[src/rtl/exception_ctrl_pkg.sv]
// ---------------------------------------------------------------------------
// exception_ctrl_pkg
// Shared definitions for the exception / eret flush controller:
//   - fsm_state_t          : controller state encoding
//   - DEFAULT_FLUSH_CYCLES : default number of cycles flush is held
//   - EXP_KIND_*           : meaning of the cp0_exp_en qualifier
// ---------------------------------------------------------------------------
package exception_ctrl_pkg;

    typedef enum logic [1:0] {
        ST_IDLE     = 2'd0,
        ST_DRAIN    = 2'd1,
        ST_FLUSH    = 2'd2,
        ST_REDIRECT = 2'd3
    } fsm_state_t;

    localparam int unsigned DEFAULT_FLUSH_CYCLES = 32'd2;

    // Value of cp0_exp_en that identifies each kind of request.
    localparam logic EXP_KIND_ERET      = 1'b0;
    localparam logic EXP_KIND_EXCEPTION = 1'b1;

endpackage

[src/rtl/exception_flush_ctrl.sv]
// ---------------------------------------------------------------------------
// exception_flush_ctrl
// Sequences a pipeline redirect after an exception or eret: accepts the
// request (committing CP0 in the same cycle), waits for outstanding bus
// traffic to drain, flushes the pipeline for FLUSH_CYCLES cycles, then
// holds a redirect request to fetch until it is accepted.
//
// Ports:
//   clk, rst           - clock, asynchronous active-high reset
//   exp_detect         - exception/eret seen this cycle
//   cp0_exp_en         - 1 = real exception, 0 = eret
//   exp_pc_address     - redirect target captured on acceptance
//   mem_outstanding    - data-bus transaction in flight
//   ifetch_busy        - instruction-fetch transaction in flight
//   redirect_ready     - fetch accepts the redirect
//   cp0_commit         - one-cycle CP0 commit pulse (acceptance cycle)
//   stall              - freeze PC and issue
//   flush              - kill all pipeline stages
//   redirect_valid     - redirect request to fetch
//   redirect_pc        - redirect target (holds last value when idle)
//   redirect_is_eret   - current redirect comes from an eret
//   busy               - controller not idle
//   exp_count          - saturating count of accepted real exceptions
// ---------------------------------------------------------------------------
module exception_flush_ctrl
    import exception_ctrl_pkg::*;
#(
    parameter int unsigned FLUSH_CYCLES = DEFAULT_FLUSH_CYCLES,
    parameter int unsigned CNT_W        = 32'd16
) (
    input  logic             clk,
    input  logic             rst,
    input  logic             exp_detect,
    input  logic             cp0_exp_en,
    input  logic [31:0]      exp_pc_address,
    input  logic             mem_outstanding,
    input  logic             ifetch_busy,
    input  logic             redirect_ready,
    output logic             cp0_commit,
    output logic             stall,
    output logic             flush,
    output logic             redirect_valid,
    output logic [31:0]      redirect_pc,
    output logic             redirect_is_eret,
    output logic             busy,
    output logic [CNT_W-1:0] exp_count
);

    localparam int unsigned      FCNT_W     = 32'd4;
    localparam logic [FCNT_W-1:0] FLUSH_LOAD = FCNT_W'(FLUSH_CYCLES);
    localparam logic [CNT_W-1:0]  CNT_MAX    = {CNT_W{1'b1}};

    fsm_state_t        state_r;
    fsm_state_t        state_nxt_s;
    logic [31:0]       tgt_r;
    logic              eret_r;
    logic [FCNT_W-1:0] flush_cnt_r;
    logic [CNT_W-1:0]  exp_count_r;
    logic [31:0]       redirect_pc_r;
    logic              accept_s;
    logic              fcnt_load_s;
    logic              fcnt_dec_s;
    logic              rpc_load_s;
    logic              bus_busy_s;

    // Increment that sticks at all-ones instead of wrapping.
    function automatic logic [CNT_W-1:0] sat_inc(input logic [CNT_W-1:0] v);
        if (v == CNT_MAX) begin
            return v;
        end else begin
            return v + CNT_W'(1'b1);
        end
    endfunction

    assign bus_busy_s = mem_outstanding | ifetch_busy;

    // Next-state and control-strobe decode for the flush sequence.
    always_comb begin
        state_nxt_s = state_r;
        accept_s    = 1'b0;
        fcnt_load_s = 1'b0;
        fcnt_dec_s  = 1'b0;
        rpc_load_s  = 1'b0;
        case (state_r)
            ST_IDLE: begin
                // rst gating keeps cp0_commit/stall low while reset is held.
                if (exp_detect && !rst) begin
                    accept_s = 1'b1;
                    if (bus_busy_s) begin
                        state_nxt_s = ST_DRAIN;
                    end else begin
                        state_nxt_s = ST_FLUSH;
                        fcnt_load_s = 1'b1;
                    end
                end else begin
                    state_nxt_s = ST_IDLE;
                end
            end
            ST_DRAIN: begin
                if (!bus_busy_s) begin
                    state_nxt_s = ST_FLUSH;
                    fcnt_load_s = 1'b1;
                end else begin
                    state_nxt_s = ST_DRAIN;
                end
            end
            ST_FLUSH: begin
                // Counter holds the flush cycles remaining, including this one.
                if (flush_cnt_r <= 4'd1) begin
                    state_nxt_s = ST_REDIRECT;
                    rpc_load_s  = 1'b1;
                end else begin
                    state_nxt_s = ST_FLUSH;
                    fcnt_dec_s  = 1'b1;
                end
            end
            ST_REDIRECT: begin
                if (redirect_ready) begin
                    state_nxt_s = ST_IDLE;
                end else begin
                    state_nxt_s = ST_REDIRECT;
                end
            end
            default: begin
                state_nxt_s = ST_IDLE;
            end
        endcase
    end

    // State register.
    always_ff @(posedge clk or posedge rst) begin
        if (rst) begin
            state_r <= ST_IDLE;
        end else begin
            state_r <= state_nxt_s;
        end
    end

    // Capture of target/kind on acceptance and the exception counter.
    always_ff @(posedge clk or posedge rst) begin
        if (rst) begin
            tgt_r       <= 32'h0000_0000;
            eret_r      <= 1'b0;
            exp_count_r <= '0;
        end else if (accept_s) begin
            tgt_r  <= exp_pc_address;
            eret_r <= (cp0_exp_en == EXP_KIND_ERET);
            if (cp0_exp_en == EXP_KIND_EXCEPTION) begin
                exp_count_r <= sat_inc(exp_count_r);
            end
        end
    end

    // Flush duration down-counter and redirect target register.
    always_ff @(posedge clk or posedge rst) begin
        if (rst) begin
            flush_cnt_r   <= '0;
            redirect_pc_r <= 32'h0000_0000;
        end else begin
            if (fcnt_load_s) begin
                flush_cnt_r <= FLUSH_LOAD;
            end else if (fcnt_dec_s) begin
                flush_cnt_r <= flush_cnt_r - 4'd1;
            end
            // Loaded only when entering REDIRECT so the value holds afterwards.
            if (rpc_load_s) begin
                redirect_pc_r <= tgt_r;
            end
        end
    end

    // Outputs decode directly from the state register, so they drop the
    // moment reset forces IDLE; only the acceptance strobes see live inputs.
    assign cp0_commit       = accept_s;
    assign stall            = (state_r != ST_IDLE) | accept_s;
    assign flush            = (state_r == ST_FLUSH);
    assign redirect_valid   = (state_r == ST_REDIRECT);
    assign redirect_is_eret = (state_r == ST_REDIRECT) & eret_r;
    assign redirect_pc      = redirect_pc_r;
    assign busy             = (state_r != ST_IDLE);
    assign exp_count        = exp_count_r;

endmodule
[config.mk]
export PLATFORM = sky130hd
export DESIGN_NAME = exception_flush_ctrl
export DESIGN_NICKNAME = d
export VERILOG_FILES = /design/src/rtl/exception_ctrl_pkg.sv /design/src/rtl/exception_flush_ctrl.sv
export SDC_FILE = /design/constraint.sdc
export NUM_CORES = 1
export LEC_CHECK = 0
export BUFFER_PORTS_ARGS = -buffer_cell sky130_fd_sc_hd__buf_2
export CAP_MARGIN = 5
export CORE_ASPECT_RATIO = 1.2
export CORE_MARGIN = 3
export CORE_UTILIZATION = 40
export DETAILED_ROUTE_END_ITERATION = 12
export PLACE_DENSITY = 0.66
export SYNTH_ARGS = -nofsm -noshare
export SYNTH_HDL_FRONTEND = slang
export SYNTH_SLANG_ARGS = --single-unit
[constraint.sdc]
create_clock -name clk -period 3.6 [get_ports clk]
set_input_delay 0.36 -clock clk [delete_from_list [all_inputs] [get_ports clk]]
set_output_delay 0.36 -clock clk [all_outputs]
set_load 0.01 [all_outputs]
**Word-level counts from Yosys, hierarchy flattened**

Index checks and enable logic that the tools add are counted.

- Bits in registers: 87
- Input port bits: 39
- Output and inout bits: 54
- Word-level logic and storage cells: 40

- Add/subtract/negate cells: 2
- Magnitude comparators: 1
- Equal/unequal tests: 4
- Mux-type cells: 16
- Bitwise gates (word level): 5
- Reductions and logical operators: 6

Operators by type and width:

| cell | count |
|---|---|
| adder 16 x 1 -> 16 bit (second input constant) | 1 |
| == test 16 bit (second input constant) | 1 |
| two-way mux 1 bit | 9 |
| two-way mux 4 bit | 2 |
| case mux 2 bit (4 select lines) | 1 |
| two-way mux 2 bit | 3 |
| == test 2 bit (second input constant) | 2 |
| less-or-equal comparator 4 x 1 -> 1 bit (second input constant) | 1 |
| nonzero test 2 bit | 2 |
| subtractor 4 x 1 -> 4 bit (second input constant) | 1 |
| AND reduction 3 bit | 1 |
| == test 2 x 1 -> 1 bit (second input constant) | 1 |
| zero test 2 bit | 1 |
| inverter 1 bit | 2 |
| bitwise OR 1 bit | 2 |
| case mux 1 bit (2 select lines) | 1 |
| AND 1 bit | 1 |
| logical AND 1 bit | 1 |
| zero test 1 bit | 1 |

**Logic depth before layout (Yosys ltp)**

- Word-level depth: 5
- Depth in mapped cells: 7
- Depth with buffers taken out: 6

**Worst setup path after synthesis**

Ideal clock, no wire load.

- Path type: register -> register
- Start point: reg exp_count_r[0] (netlist: exp_count[0])
- End point: reg exp_count_r[11] (netlist: exp_count[11])
- Library setup time: 0.132 ns
- Arrival: 1.616 ns
- Data required time: 3.468 ns
- Path slack: 1.853 ns
- Cell stages (with the launch flop): 7
- Path buffers: 1
- Clock period less this slack: 1.747 ns
- Cells stage by stage: dfrtp_1 -> ha_1 -> nand4_1 -> nor4_2 -> buf_2 -> nor3_1 -> xor2_1

- Word-level cells in the longest chain between the ends: 3
- Elaborated cells on any way between the ends: 4
- Classes of those cells: add/sub: 1; eq/ne: 1; bitwise: 1; reduce/logical: 1

RTL lines:

| item | RTL line | RTL |
|---|---|---|
| start: declaration | exception_flush_ctrl.sv:58 | `logic [CNT_W-1:0] exp_count_r;` |
| start signal: assignment | exception_flush_ctrl.sv:149 | `exp_count_r <= sat_inc(exp_count_r);` |
| branches (longest 3 deep; another with adder 16 x 1 -> 16 bit) | n/a |  |

Several ways; the timed one is not identified.
A chain may end at the register's enable or synchronous reset.

**Final worst setup path**

- Start point: reg exp_count_r[0] (netlist: exp_count[0])
- End point: reg exp_count_r[1] (netlist: exp_count[1])

Same word-level chain as after synthesis.

==> impl_metrics.env <==
export IMPL_synth_compound_area_frac=0.0193
export IMPL_crit_chain="ha_1 > nand4_1 > nor4_2 > buf_4 > nor2_1 > mux2_2"
export IMPL_end_kind="flop"
export IMPL_syn_num_nets=292
export IMPL_die_area_mm2=0.0103
export IMPL_final_util=0.512
export IMPL_period_share=0.563
export IMPL_synthTopCellsByCount="87 x dfrtp_1, 63 x mux2_2, 16 x xor2_1, 9 x nor3_1, 8 x nor2_1"
export IMPL_start_util=0.418
export IMPL_hp_class="in2async"
export IMPL_n_antenna_cell=0
export IMPL_fin_skew_ns=0.0110
export IMPL_min_period_ns=2.03
export IMPL_hpwl_um=4940
export IMPL_path_max_fanout=8
export IMPL_start_kind="flop"
export IMPL_fin_setup_tns_ns=0
export IMPL_ys_flop_type="dfrtp_1"
export IMPL_p_per_area_mw_per_mm2=773
export IMPL_setup_viol_count_final=0
export IMPL_outcome="completed"
export IMPL_synthDistinctLibCells=38
export IMPL_async_reset_ff_frac=1.00
export IMPL_max_cap_violations=0
export IMPL_crit_required_ns=3.84
export IMPL_pin_count=93
export IMPL_clk_pin_slew_ns=0.09
export IMPL_synth_fa_ha_area_frac=0.0103
export IMPL_synth_xor_area_frac=0.0410
export IMPL_synth_area_leader_cell="dfrtp_1"
export IMPL_synth_mux_area_frac=0.204
export IMPL_rrSetupSlack_ns=1.57
export IMPL_rsz0062_at_grt="false"
export IMPL_vdd_drop_max_uv=427
export IMPL_portBuffers=92
export IMPL_cp_arrival_ns=2.27
export IMPL_cts_resized=0
export IMPL_r2r_worst_path_cells=6
export IMPL_synth_top_area_frac=0.599
export IMPL_finalNonFillerCells=474
export IMPL_p_leak_nw=2.17
export IMPL_yosysWarnings=0
export IMPL_crit_path_max_incr_delay_ns=0.55
export IMPL_core_mm2=0.00870
export IMPL_core_rowCount=37
export IMPL_critPathKind="reg2reg"
export IMPL_finalNetCount=394
export IMPL_hold_buffers=0
export IMPL_area_growth_pct=22.7
export IMPL_grtUsageTotal=0.142
export IMPL_clock_sinks=87
export IMPL_max_freq_ghz=0.493
export IMPL_drt_wl_total_um=6960
export IMPL_syn_area_per_cell_um2=14.5
export IMPL_r2r_end="exp_count[1]$_DFFE_PP0P_"
export IMPL_grt_pass1_vias=2356
export IMPL_detail_route_wl_per_cell_um=14.7
export IMPL_post_cts_buffers=0
export IMPL_hold_viol=0
export IMPL_total_power_mw=3.45
export IMPL_synth_most_common_cell="dfrtp_1"
export IMPL_seq_area_frac_synth=0.599
export IMPL_whs_ns=0.0358
export IMPL_relSlewSlack=0.553
export IMPL_postSynthCellCount=250
export IMPL_syn_area_mm2=0.00363
export IMPL_numCtsBuffers=9
export IMPL_synth_seq_cells=87
export IMPL_grt_pass1_wl_um=11600
export IMPL_r2r_start="exp_count[0]$_DFFE_PP0P_"
export IMPL_cts_root_buf="clkbuf_8"
export IMPL_slew_violations=0
export IMPL_cts_buffer_depth=2
export IMPL_viasPerCell=4.84
export IMPL_worstMarginPinSlew_ns=0.666
export IMPL_dp_cells=457
export IMPL_vias=2294
export IMPL_synth_top_family_by_area="multiplexers"
export IMPL_antenna_found_initial=0
export IMPL_cp_slowest_cell="nor4_2"
export IMPL_grt_max_degree=68
export IMPL_ant_nets=0
export IMPL_drc=0
export IMPL_first_iter_violations=36
export IMPL_die_width_um=93.0
export IMPL_synth_area_leaders="dfrtp_1 60%, mux2_2 20%, xor2_1 3.9%"
export IMPL_dr_pass1_iters=3
export IMPL_globalRoute_totalOverflow=0
export IMPL_die_height_um=110
export IMPL_synthSimpleGateAreaFrac=0.104
export IMPL_drive_above_1_share=0.538
export IMPL_place_congestion=0.776
export IMPL_htreeDepth=3
export IMPL_cts_tree="built"
export IMPL_synth_edff_count=0
export IMPL_clk_latency_ns=0.35
## placed cells by master (no fill, tap or decap), drive strengths merged, types with 2 or more instances in the layout
master | synthesis | layout
and2 | 2 | 2
or2 | 2 | 2
a21oi | 2 | 2
nor4b | 3 | 3
xor2 | 16 | 16
nor3 | 9 | 9
nor4 | 5 | 5
clkinv | 0 | 3
nand4 | 6 | 6
dfrtp | 87 | 87
inv | 5 | 7
ha | 3 | 3
nor2 | 8 | 8
mux2 | 65 | 65
nand3 | 2 | 2
clkbuf | 0 | 9
and3 | 4 | 4
buf | 8 | 99
nand2 | 8 | 8
## critical path, delay by kind of cell (launching register included)
kind	cells	cell delay, ns
fa+ha+maj	1	0.21
buf+inv	1	0.25
simple gates	3	0.78
mux	1	0.27
flops	1	0.42
## cells by family after synthesis
group / count (synthesis)
XOR/XNOR: 17
AND/OR/NAND/NOR: 54
AO/OA/AOI/OAI: 10
flip-flops: 87
multiplexers: 66
buffers and inverters: 13
adder cells (fa/ha/maj): 3
## layout make-up
type	count	area, um^2
clock buffers	9	124
clock inverters	7	80.1
flip-flops and latches	87	2180
inverters	5	20.0
multi-input cells	150	1390
well taps	117	146
repair buffers	99	526
fillers	815	4240
## per-layer routing
layer | track usage | routed length (um) | vias up
met5 | 0 | 0 | -
met4 | 0.0567 | 91 | 0
met3 | 0.0368 | 433 | 8
met2 | 0.219 | 3250 | 68
met1 | 0.190 | 3190 | 1127
li1 | - | - | 1091
## where the power goes
group / switching [mW] / internal [mW]
Clock: 0.359 / 0.331
Sequential: 0.245 / 1.40
Combinational: 0.491 / 0.622
## sequential cells by signal, indices dropped and copies added, names as in the netlist
name and flops:
eret_r 1, exp_count 16, flush_cnt_r 4, redirect_pc 32, state_r 2, tgt_r 32
## worst max path at each step
| stage | from | endpoint | slack [ns] | cells past startpoint |
|---|---|---|---|---|
| after floorplan | rst | eret_r$_DFFE_PP0P_ | 0.99 | 1 |
| after global placement | exp_count[0]$_DFFE_PP0P_ | exp_count[1]$_DFFE_PP0P_ | 1.61 | 6 |
| after detailed placement | exp_count[0]$_DFFE_PP0P_ | exp_count[1]$_DFFE_PP0P_ | 1.57 | 6 |
| after CTS | state_r[0]$_DFF_PP0_ | cp0_commit | 1.54 | 3 |
| after global routing | exp_count[0]$_DFFE_PP0P_ | exp_count[1]$_DFFE_PP0P_ | 1.41 | 6 |
| final | exp_count[0]$_DFFE_PP0P_ | exp_count[1]$_DFFE_PP0P_ | 1.57 | 6 |
## metrics by stage
step / instance area (um^2) / setup slack [ns]
global placement: 4240 / 1.61
global route: 4460 / 1.41
detailed placement: 4240 / 1.57
floorplan: 3630 / 0.990
finish: 4460 / 1.57
CTS: 4440 / 1.54
(Power assumes the default switching activity.)
